--- config.mk ---
export PLATFORM = sky130hd
export DESIGN_NAME = ysyx_22041412_csr_ctrl
export DESIGN_NICKNAME = d
export VERILOG_FILES = /design/src/rtl/ysyx_22041412_csr_pkg.sv /design/src/rtl/ysyx_22041412_csr_decode.sv /design/src/rtl/ysyx_22041412_csr_ctrl.sv
export SDC_FILE = /design/constraint.sdc
export NUM_CORES = 1
export LEC_CHECK = 0
export ABC_AREA = 1
export BUFFER_PORTS_ARGS = -buffer_cell sky130_fd_sc_hd__buf_2
export CAP_MARGIN = 20
export CORE_AREA = 8 8 187 189
export CTS_BUF_LIST = sky130_fd_sc_hd__clkbuf_8
export DETAILED_ROUTE_END_ITERATION = 10
export DIE_AREA = 0 0 195 197
export PLACE_DENSITY = 0.6
export SLEW_MARGIN = 20
export SYNTH_ARGS = -nofsm -noshare
export SYNTH_HDL_FRONTEND = slang
export SYNTH_HIERARCHICAL = 1
export SYNTH_SLANG_ARGS = --single-unit
--- constraint.sdc ---
create_clock -name clk -period 1.5 [get_ports clk]
set_input_delay 0 -clock clk [delete_from_list [all_inputs] [get_ports clk]]
set_output_delay 0 -clock clk [all_outputs]
set_load 0.02 [all_outputs]
--- src/rtl/ysyx_22041412_csr_pkg.sv ---
// ----------------------------------------------------------------------------
// ysyx_22041412_csr_pkg
// Shared types and constants for the SYSTEM-instruction controller that sits
// in front of the machine-CSR unit.
//   state_e : controller FSM states (IDLE -> ISSUE -> DONE)
//   op_e    : decoded operation class of a SYSTEM instruction
//   CSR_*   : 12-bit architectural CSR addresses recognised by the decoder
//   IDX_*   : 3-bit CSR-unit index driven on csr_addr_o
// ----------------------------------------------------------------------------
package ysyx_22041412_csr_pkg;

    typedef enum logic [1:0] {
        S_IDLE,
        S_ISSUE,
        S_DONE
    } state_e;

    typedef enum logic [1:0] {
        OP_CSR,
        OP_ECALL,
        OP_MRET,
        OP_ILLEGAL
    } op_e;

    localparam logic [6:0]  OPC_SYSTEM  = 7'b1110011;

    localparam logic [11:0] IMM_ECALL   = 12'h000;
    localparam logic [11:0] IMM_MRET    = 12'h302;
    localparam logic [11:0] CSR_MSTATUS = 12'h300;
    localparam logic [11:0] CSR_MTVEC   = 12'h305;
    localparam logic [11:0] CSR_MEPC    = 12'h341;
    localparam logic [11:0] CSR_MCAUSE  = 12'h342;

    localparam logic [2:0]  IDX_MRET    = 3'd0;
    localparam logic [2:0]  IDX_ECALL   = 3'd1;
    localparam logic [2:0]  IDX_MSTATUS = 3'd2;
    localparam logic [2:0]  IDX_MTVEC   = 3'd3;
    localparam logic [2:0]  IDX_MEPC    = 3'd4;
    localparam logic [2:0]  IDX_MCAUSE  = 3'd5;

    // The csrr?i forms carry a 5-bit unsigned immediate in the rs1 field.
    function automatic logic [63:0] zext_uimm(input logic [4:0] uimm);
        return {59'd0, uimm};
    endfunction

endpackage

--- src/rtl/ysyx_22041412_csr_decode.sv ---
// ----------------------------------------------------------------------------
// ysyx_22041412_csr_decode
// Purely combinational decode of the fields of a SYSTEM instruction.
//   opcode_i  : inst[6:0]
//   func3_i   : inst[14:12]
//   imm_i     : inst[31:20] (CSR address or ecall/mret selector)
//   op_o      : operation class (CSR / ECALL / MRET / ILLEGAL)
//   idx_o     : CSR-unit index for csr_addr_o
//   func3_o   : funct3 forwarded to the CSR unit (000 for ecall/mret)
//   use_imm_o : 1 when the write data is the zero-extended rs1 field
// ----------------------------------------------------------------------------
module ysyx_22041412_csr_decode
    import ysyx_22041412_csr_pkg::*;
(
    input  logic [6:0]  opcode_i,
    input  logic [2:0]  func3_i,
    input  logic [11:0] imm_i,
    output op_e         op_o,
    output logic [2:0]  idx_o,
    output logic [2:0]  func3_o,
    output logic        use_imm_o
);

    // Anything not explicitly recognised falls through as ILLEGAL, including a
    // non-SYSTEM opcode should the caller ever break its guarantee.
    always_comb begin
        op_o  = OP_ILLEGAL;
        idx_o = IDX_MRET;
        if (opcode_i == OPC_SYSTEM) begin
            case (func3_i)
                3'b000: begin
                    if (imm_i == IMM_ECALL) begin
                        op_o  = OP_ECALL;
                        idx_o = IDX_ECALL;
                    end else if (imm_i == IMM_MRET) begin
                        op_o  = OP_MRET;
                        idx_o = IDX_MRET;
                    end
                end
                3'b100: begin
                    op_o = OP_ILLEGAL;
                end
                default: begin
                    case (imm_i)
                        CSR_MSTATUS: begin op_o = OP_CSR; idx_o = IDX_MSTATUS; end
                        CSR_MTVEC:   begin op_o = OP_CSR; idx_o = IDX_MTVEC;   end
                        CSR_MEPC:    begin op_o = OP_CSR; idx_o = IDX_MEPC;    end
                        CSR_MCAUSE:  begin op_o = OP_CSR; idx_o = IDX_MCAUSE;  end
                        default:     op_o = OP_ILLEGAL;
                    endcase
                end
            endcase
        end
    end

    assign func3_o   = func3_i;
    assign use_imm_o = func3_i[2];

endmodule

--- src/rtl/ysyx_22041412_csr_ctrl.sv ---
// ----------------------------------------------------------------------------
// ysyx_22041412_csr_ctrl
// Accepts one SYSTEM instruction from execute, drives the machine-CSR unit
// handshake and returns either an rd writeback or a PC redirect.
//   clk, rst_n                      : clock, async active-low reset
//   inst_valid_i/inst_ready_o       : instruction offer / controller idle
//   inst_i, pc_i, rs1_data_i        : instruction word, its PC, rs1 value
//   done_o                          : 1-cycle completion pulse
//   rd_we_o, rd_addr_o, rd_data_o   : rd writeback (old CSR value)
//   redirect_o, redirect_pc_o       : PC redirect for ecall/mret
//   illegal_o, err_o                : bad encoding / CSR unit timeout
//   csr_en_o, csr_pc_o, csr_addr_o,
//   csr_func3_o, csr_wdata_o        : request to the CSR unit
//   csr_rdata_i, csr_ready_i        : response from the CSR unit
// ----------------------------------------------------------------------------
module ysyx_22041412_csr_ctrl
    import ysyx_22041412_csr_pkg::*;
#(
    parameter int TIMEOUT_CYC = 16
) (
    input  logic        clk,
    input  logic        rst_n,
    input  logic        inst_valid_i,
    output logic        inst_ready_o,
    input  logic [31:0] inst_i,
    input  logic [63:0] pc_i,
    input  logic [63:0] rs1_data_i,
    output logic        done_o,
    output logic        rd_we_o,
    output logic [4:0]  rd_addr_o,
    output logic [63:0] rd_data_o,
    output logic        redirect_o,
    output logic [63:0] redirect_pc_o,
    output logic        illegal_o,
    output logic        err_o,
    output logic        csr_en_o,
    output logic [63:0] csr_pc_o,
    output logic [2:0]  csr_addr_o,
    output logic [2:0]  csr_func3_o,
    output logic [63:0] csr_wdata_o,
    input  logic [63:0] csr_rdata_i,
    input  logic        csr_ready_i
);

    localparam int CW = $clog2(TIMEOUT_CYC + 1);

    state_e      state_q;
    op_e         op_q;
    logic [4:0]  rd_q;
    logic [63:0] pc_q;
    logic [2:0]  addr_q;
    logic [2:0]  func3_q;
    logic [63:0] wdata_q;
    logic [CW-1:0] cnt_q;
    logic [CW-1:0] cnt_d;
    logic        en_q;
    logic        done_q;
    logic        rd_we_q;
    logic [4:0]  rd_addr_q;
    logic [63:0] rd_data_q;
    logic        redir_q;
    logic [63:0] redir_pc_q;
    logic        illegal_q;
    logic        err_q;

    op_e         dec_op;
    logic [2:0]  dec_idx;
    logic [2:0]  dec_func3;
    logic        dec_use_imm;
    logic [63:0] wdata_d;

    ysyx_22041412_csr_decode u_decode (
        .opcode_i  (inst_i[6:0]),
        .func3_i   (inst_i[14:12]),
        .imm_i     (inst_i[31:20]),
        .op_o      (dec_op),
        .idx_o     (dec_idx),
        .func3_o   (dec_func3),
        .use_imm_o (dec_use_imm)
    );

    assign wdata_d = dec_use_imm ? zext_uimm(inst_i[19:15]) : rs1_data_i;
    assign cnt_d   = cnt_q + CW'(1);

    // Whole controller FSM. Result outputs are pulsed for exactly the DONE
    // cycle by defaulting them to zero on every edge and setting them only on
    // the transition into DONE. In ISSUE the first cycle (cnt_q == 0) ignores
    // csr_ready_i because it may still reflect the previous request; en_q is
    // dropped on the same edge that captures the response so the CSR unit
    // sees en high when it commits and low in DONE, letting it clear ready.
    always_ff @(posedge clk or negedge rst_n) begin
        if (!rst_n) begin
            state_q    <= S_IDLE;
            op_q       <= OP_ILLEGAL;
            rd_q       <= '0;
            pc_q       <= '0;
            addr_q     <= '0;
            func3_q    <= '0;
            wdata_q    <= '0;
            cnt_q      <= '0;
            en_q       <= 1'b0;
            done_q     <= 1'b0;
            rd_we_q    <= 1'b0;
            rd_addr_q  <= '0;
            rd_data_q  <= '0;
            redir_q    <= 1'b0;
            redir_pc_q <= '0;
            illegal_q  <= 1'b0;
            err_q      <= 1'b0;
        end else begin
            done_q     <= 1'b0;
            rd_we_q    <= 1'b0;
            rd_addr_q  <= '0;
            rd_data_q  <= '0;
            redir_q    <= 1'b0;
            redir_pc_q <= '0;
            illegal_q  <= 1'b0;
            err_q      <= 1'b0;
            case (state_q)
                S_IDLE: begin
                    if (inst_valid_i) begin
                        op_q    <= dec_op;
                        rd_q    <= inst_i[11:7];
                        pc_q    <= pc_i;
                        addr_q  <= dec_idx;
                        func3_q <= dec_func3;
                        wdata_q <= wdata_d;
                        cnt_q   <= '0;
                        if (dec_op == OP_ILLEGAL) begin
                            state_q   <= S_DONE;
                            done_q    <= 1'b1;
                            illegal_q <= 1'b1;
                        end else begin
                            state_q <= S_ISSUE;
                            en_q    <= 1'b1;
                        end
                    end
                end
                S_ISSUE: begin
                    if ((cnt_q != '0) && csr_ready_i) begin
                        en_q    <= 1'b0;
                        state_q <= S_DONE;
                        done_q  <= 1'b1;
                        case (op_q)
                            OP_ECALL, OP_MRET: begin
                                redir_q    <= 1'b1;
                                redir_pc_q <= csr_rdata_i;
                            end
                            default: begin
                                rd_we_q   <= (rd_q != 5'd0);
                                rd_addr_q <= rd_q;
                                rd_data_q <= csr_rdata_i;
                            end
                        endcase
                    end else if (cnt_d == CW'(TIMEOUT_CYC)) begin
                        en_q    <= 1'b0;
                        state_q <= S_DONE;
                        done_q  <= 1'b1;
                        err_q   <= 1'b1;
                    end else begin
                        cnt_q <= cnt_d;
                    end
                end
                S_DONE: begin
                    state_q <= S_IDLE;
                end
                default: begin
                    state_q <= S_IDLE;
                end
            endcase
        end
    end

    assign inst_ready_o  = (state_q == S_IDLE);
    assign done_o        = done_q;
    assign rd_we_o       = rd_we_q;
    assign rd_addr_o     = rd_addr_q;
    assign rd_data_o     = rd_data_q;
    assign redirect_o    = redir_q;
    assign redirect_pc_o = redir_pc_q;
    assign illegal_o     = illegal_q;
    assign err_o         = err_q;
    assign csr_en_o      = en_q;
    assign csr_pc_o      = pc_q;
    assign csr_addr_o    = addr_q;
    assign csr_func3_o   = func3_q;
    assign csr_wdata_o   = wdata_q;

endmodule

After elaboration in Yosys (flattened, before gate mapping)
Cells that the tools add are included.
Storage, ports and cells
  register bits after elaboration: 287
  input port bits: 228
  logic and storage cells: 95
Operators by class
  add/sub/neg operators: 1
  equality and inequality tests: 17
  muxes and demuxes: 47
  reductions and logical operators: 13
Operators with widths (number)
  two-way mux 64 bit: 7
  == test 12 x 10 -> 1 bit, second input constant: 5
  two-way mux 5 bit: 6
  two-way mux 1 bit: 19
  two-way mux 2 bit: 7
  zero test 12 bit: 1
  case mux 3 bit (4 select lines): 1
  case mux 5 bit (2 select lines): 1
  nonzero test 5 bit: 2
  inequality test 2 bit, second input constant: 4
  case mux 2 bit (2 select lines): 2
  AND reduction 4 bit: 2
  == test 7 bit, second input constant: 1
  case mux 3 bit (2 select lines): 1
  adder 5 x 1 -> 5 bit, second input constant: 1
  == test 5 bit, second input constant: 1
  == test 2 x 1 -> 1 bit, second input constant: 2
  == test 2 bit, second input constant: 2
  case mux 1 bit (2 select lines): 2
  AND reduction 2 bit: 2
  OR reduction 4 bit: 1
  == test 3 bit, second input constant: 1
  zero test 3 bit: 1
  two-way mux 3 bit: 1
  other kinds (5): 5

Longest topological paths before layout
  word-level depth: 9
  gate-level depth with buffers: 13

Hierarchy
The synthesis kept the hierarchy.
Modules (own cells, without submodules)
  ysyx_22041412_csr_ctrl: instances 1, cells an instance 1044, area an instance 10556.4 µm²
  ysyx_22041412_csr_decode: instances 1, cells an instance 74, area an instance 350.3 µm²

Worst setup path after synthesis
No wires, ideal clock.
  path kind: reg2reg
  start: reg state_q[1]
  end: reg wdata_q[35], in the netlist csr_wdata_o[35]
  arrival: 1367 ps
  slack: 3 ps
  stages on the path, launching flop included: 8
  path buffers: 3
  clock period less this slack: 1497 ps
  path through: dfrtp_1 -> nor2_2 -> nand2_1 -> buf_4 -> buf_6 -> buf_4 -> nand2_1 -> o21ai_1
On the way
  word-level cells in the longest chain between the ends: 2
Ends and longest elaborated chain
  start: declaration: RTL line ysyx_22041412_csr_ctrl.sv:47  | state_e state_q;
  start signal: assignment: RTL line ysyx_22041412_csr_ctrl.sv:93  | state_q <= S_IDLE;
  start signal: assignment: RTL line ysyx_22041412_csr_ctrl.sv:130  | state_q <= S_DONE;
  start signal: assignment: RTL line ysyx_22041412_csr_ctrl.sv:134  | state_q <= S_ISSUE;
  zero test 2 bit
  net inst_ready_o: RTL line ysyx_22041412_csr_ctrl.sv:24  | output logic inst_ready_o,
  AND reduction 2 bit (no source line)
  end signal: assignment: RTL line ysyx_22041412_csr_ctrl.sv:127  | wdata_q <= wdata_d;
  end: declaration: RTL line ysyx_22041412_csr_ctrl.sv:53  | logic [63:0] wdata_q;
The timed path passes the listed nets, and every way through them passes these cells.
A chain may end at the register's enable or synchronous reset.

Worst setup path after layout
  start: reg cnt_q[0]
  end: reg cnt_q[3]
On the way
  word-level cells in the longest chain between the ends: 4
Ends and longest elaborated chain
  start: declaration: RTL line ysyx_22041412_csr_ctrl.sv:54  | logic [CW-1:0] cnt_q;
  start signal: assignment: RTL line ysyx_22041412_csr_ctrl.sv:161  | cnt_q <= cnt_d;
  adder 5 x 1 -> 5 bit or nonzero test 5 bit (tied branches): RTL line ysyx_22041412_csr_ctrl.sv:83, ysyx_22041412_csr_ctrl.sv:140
  == test 5 bit (tied with other cells): RTL line ysyx_22041412_csr_ctrl.sv:155  | end else if (cnt_d == CW'(TIMEOUT_CYC)) begin
  inequality test 2 bit (no source line) or two-way mux 5 bit (tied branches)
  AND reduction 4 bit (no source line) or case mux 5 bit (2 select lines) (tied branches)
Parallel ways exist; a longest one is shown, timed or not. The select of a mux whose other input is x is not followed.

==> flow_metrics.env <==
export IMPL_status="finished with violations"
export IMPL_violations="setup timing"
export IMPL_worst_hold_slack_ps=27.1
export IMPL_min_path_type="in -> reg"
export IMPL_start_kind="flip-flop"
export IMPL_ios=502
export IMPL_via_per_inst=4.59
export IMPL_cts_num_sinks=287
export IMPL_io_buffers=501
export IMPL_grt_pass1_vias=11223
export IMPL_placed_area_mm2=0.0141
export IMPL_r2r_end="cnt_q[3]"
export IMPL_yosysSeqAreaShare_pct=65.9
export IMPL_post_route_min_period_ps=1570
export IMPL_vdd_drop_max_uv=941
export IMPL_nNetsFinal=2137
export IMPL_wl_um=42700
export IMPL_multi_input_area_mm2=0.00349
export IMPL_synthCells=1118
export IMPL_max_freq_mhz=637
export IMPL_fin_area_mm2=0.0182
export IMPL_areaGrowthSynthToFinish_pct=66.9
export IMPL_fin_skew_ps=20.7
export IMPL_cts_root_buf="clkbuf_8"
export IMPL_relSlewSlack_pct=68.6
export IMPL_power_density_mw_per_mm2=1570
export IMPL_rows=66
export IMPL_cts_path_max_buffers=3
export IMPL_yosysTopAreaCell="dfrtp_1"
export IMPL_via_count=10804
export IMPL_dp_hpwl_um=28400
export IMPL_synth_area_top_cells="dfrtp_1, nand2_1, inv_1, nor2_1, o21ai_1"
export IMPL_total_power_w=0.0286
export IMPL_core_mm2=0.0320
export IMPL_cp_top_family="simple AND/OR/NAND/NOR gates"
export IMPL_crit_path_top_delay_cell="dfrtp_1"
export IMPL_fillCellCount=2679
export IMPL_report_final_slew_viol_count=0
export IMPL_required_ps=1990
export IMPL_grt_max_degree=63
export IMPL_die_area_mm2=0.0384
export IMPL_synth_area_mm2=0.0109
export IMPL_gp_congestion=0.885
export IMPL_cts_buffers=49
export IMPL_grt_pass1_wl_um=62500
export IMPL_cts_tree="done"
export IMPL_syn_avg_cell_area_um2=9.76
export IMPL_synth_top_area_share_pct=65.4
export IMPL_drt_initial_drc_count=550
export IMPL_hp_start="inst_i[5]"
export IMPL_dp_slack_ps=-25.5
export IMPL_rrSetupSlack_ps=-70
export IMPL_timing_final_hold_violations=0
export IMPL_htree_levels=2
export IMPL_ys_warn_count=6
export IMPL_ys_ff_latch=287
export IMPL_end_kind="flip-flop"
export IMPL_synth_nets=1348
export IMPL_worst_pin_slew_ps=470
export IMPL_tns_ps=-3050
export IMPL_drv_cap=0
export IMPL_worst_path_max_fanout=9
export IMPL_clk_pin_slew_ps=60
export IMPL_rsz0062_at_grt="true"
export IMPL_postRouteAntennaNets=0
export IMPL_start_util_pct=34.0
export IMPL_die_h_um=197
export IMPL_overflow=0
export IMPL_ys_types=31
export IMPL_firstDrtPassIters=5
export IMPL_worst_ep_arrival_time_ps=2060
export IMPL_path_class="reg -> reg"
export IMPL_clk_latency_ps=560
export IMPL_r2r_start="cnt_q[0]"
export IMPL_hold_end="op_q[1]"
export IMPL_startpoint="cnt_q[0]"
export IMPL_p_leak_nw=10.1
export IMPL_critical_path_buf_inv_count=2
export IMPL_post_route_period_util_pct=105
export IMPL_hold_depth=7
export IMPL_regArea_mm2=0.00719
export IMPL_drcViolationCount=0
export IMPL_drive_above_1_share_pct=40.5
export IMPL_finalWorstSetupSlack_ps=-70.8
export IMPL_wl_per_cell_um=18.1
export IMPL_die_w_um=195
export IMPL_r2r_cells=8
export IMPL_grt_usage_pct=20.5
export IMPL_crit_path_cell_trace="inv_2 -> ha_4 -> nand3_2 -> and2_4 -> nand2_8 -> buf_6 -> nand4_1 -> nand2_2"
export IMPL_antenna_found_initial=5
export IMPL_slowest_delay_ps=400
export IMPL_setup_violations=69
==> timing repair <==
| action | 4_1_cts | 5_1_grt |
|---|---|---|
| endpoints found under the hold margin | 565 | 0 |
| hold buffers | 226 | 0 |
| buffers inserted | 0 | 9 |
| gates cloned | 0 | 11 |
| resized for setup | 5 | 146 |
| pin swaps | 1 | 16 |
| setup endpoints to repair | 56 | 158 |
==> how the worst max path moves through the flow <==
stage,end,depth (start not counted)
floorplan,csr_wdata_o[35],7
global placement,cnt_q[1],9
detailed placement,redirect_pc_o[42],7
CTS,rd_data_o[18],7
global route,cnt_q[3],8
finish,cnt_q[3],8
==> synthesized netlist by cell type <==
cell and instances:
or2_4 1, nand2_2 2, nor2_2 6, nand4_1 9
nand3_2 3, dfrtp_1 285, nand3b_1 2, xor2_1 1
o21ai_1 53, nor3_1 49, buf_4 16, buf_6 10
nand3_1 11, ha_1 2, clkbuf_1 14, buf_2 24
or2_1 2, dfstp_2 2, nor2_1 88, o21ai_0 11
nand2_4 1, and2_4 1, nand2_1 398, nor4_1 1
a21oi_1 2, nor2_4 3, inv_1 90, a211oi_1 1
nor3_2 20, inv_2 5, a31oi_1 5
==> worst register-to-register path: stages, from the launching register on <==
cell,delay (ps)
dfrtp_1,400
inv_2,90
ha_4,130
nand3_2,90
and2_4,230
nand2_8,170
buf_6,140
nand4_1,140
nand2_2,120
==> final cells by class <==
cell class,instances,area share [%]
antenna,5,0.0687
clock buffer,58,4.38
clock inverter,27,0.646
inverter,95,1.97
multi-input combinational,673,19.2
sequential,287,39.5
tap,408,2.80
timing repair buffer,801,31.5
==> per-stage QoR <==
stage / utilization [%] / std cells
after floorplan: - / 1118
final: 56.8 / 2354
after CTS: 54.1 / 2332
after global routing: 56.8 / 2354
after global placement: 44.2 / 2021
after detailed placement: 44.2 / 2021
==> sequential cells by signal, indices dropped and copies added, names as in the netlist, 2 cells and up <==
signal	flops
csr_func3_o	3
csr_addr_o	3
op_q	2
csr_pc_o	64
state_q	2
rd_addr_o	5
redirect_pc_o	64
csr_wdata_o	64
rd_data_o	64
cnt_q	5
rd_q	5
==> routing by layer <==
metal | track usage [%] | up-vias | wire, um | part of all wire, %
li1 | - | 5037 | - | -
met1 | 23.1 | 5124 | 16000 | 38
met2 | 34.9 | 497 | 21400 | 50
met3 | 5.49 | 146 | 2980 | 7.0
met4 | 11.5 | 0 | 2230 | 5.2
met5 | 0 | - | 0 | 0
==> report_power, final <==
group | leakage, nW | internal (W) | switching [W] | total, W
Combinational | 5.78 | 0.00403 | 0.00729 | 0.0113
Clock | 0.540 | 0.00349 | 0.00308 | 0.00656
Sequential | 3.80 | 0.00971 | 0.00104 | 0.0107
==> logic make-up after synthesis <==
group | share of synthesized area [%]
flops | 65.9
simple gates | 23.4
compound gates | 3.38
fa+ha+maj | 0.229
buf+inv | 6.99
xor+xnor | 0.0803
==> cells in the final DEF, fill, tap and decap left out, drive strengths merged <==
| cell | Yosys | final |
|---|---|---|
| nand4 | 9 | 9 |
| nor2 | 97 | 97 |
| nor3 | 69 | 69 |
| dfstp | 2 | 2 |
| o21ai | 64 | 64 |
| clkinv | 0 | 5 |
| diode | 0 | 5 |
| clkinvlp | 0 | 3 |
| nand2 | 401 | 402 |
| and2 | 1 | 1 |
| buf | 50 | 570 |
| or2 | 3 | 3 |
| xor2 | 1 | 1 |
| ha | 2 | 2 |
| a31oi | 5 | 5 |
| nand3 | 14 | 14 |
| inv | 95 | 114 |
| nor4 | 1 | 1 |
| a21oi | 2 | 2 |
| dlygate4sd3 | 0 | 223 |
| dfrtp | 285 | 285 |
| clkbuf | 14 | 66 |
| a211oi | 1 | 1 |
| nand3b | 2 | 2 |
No activity file was read; power rests on OpenSTA's default activity.
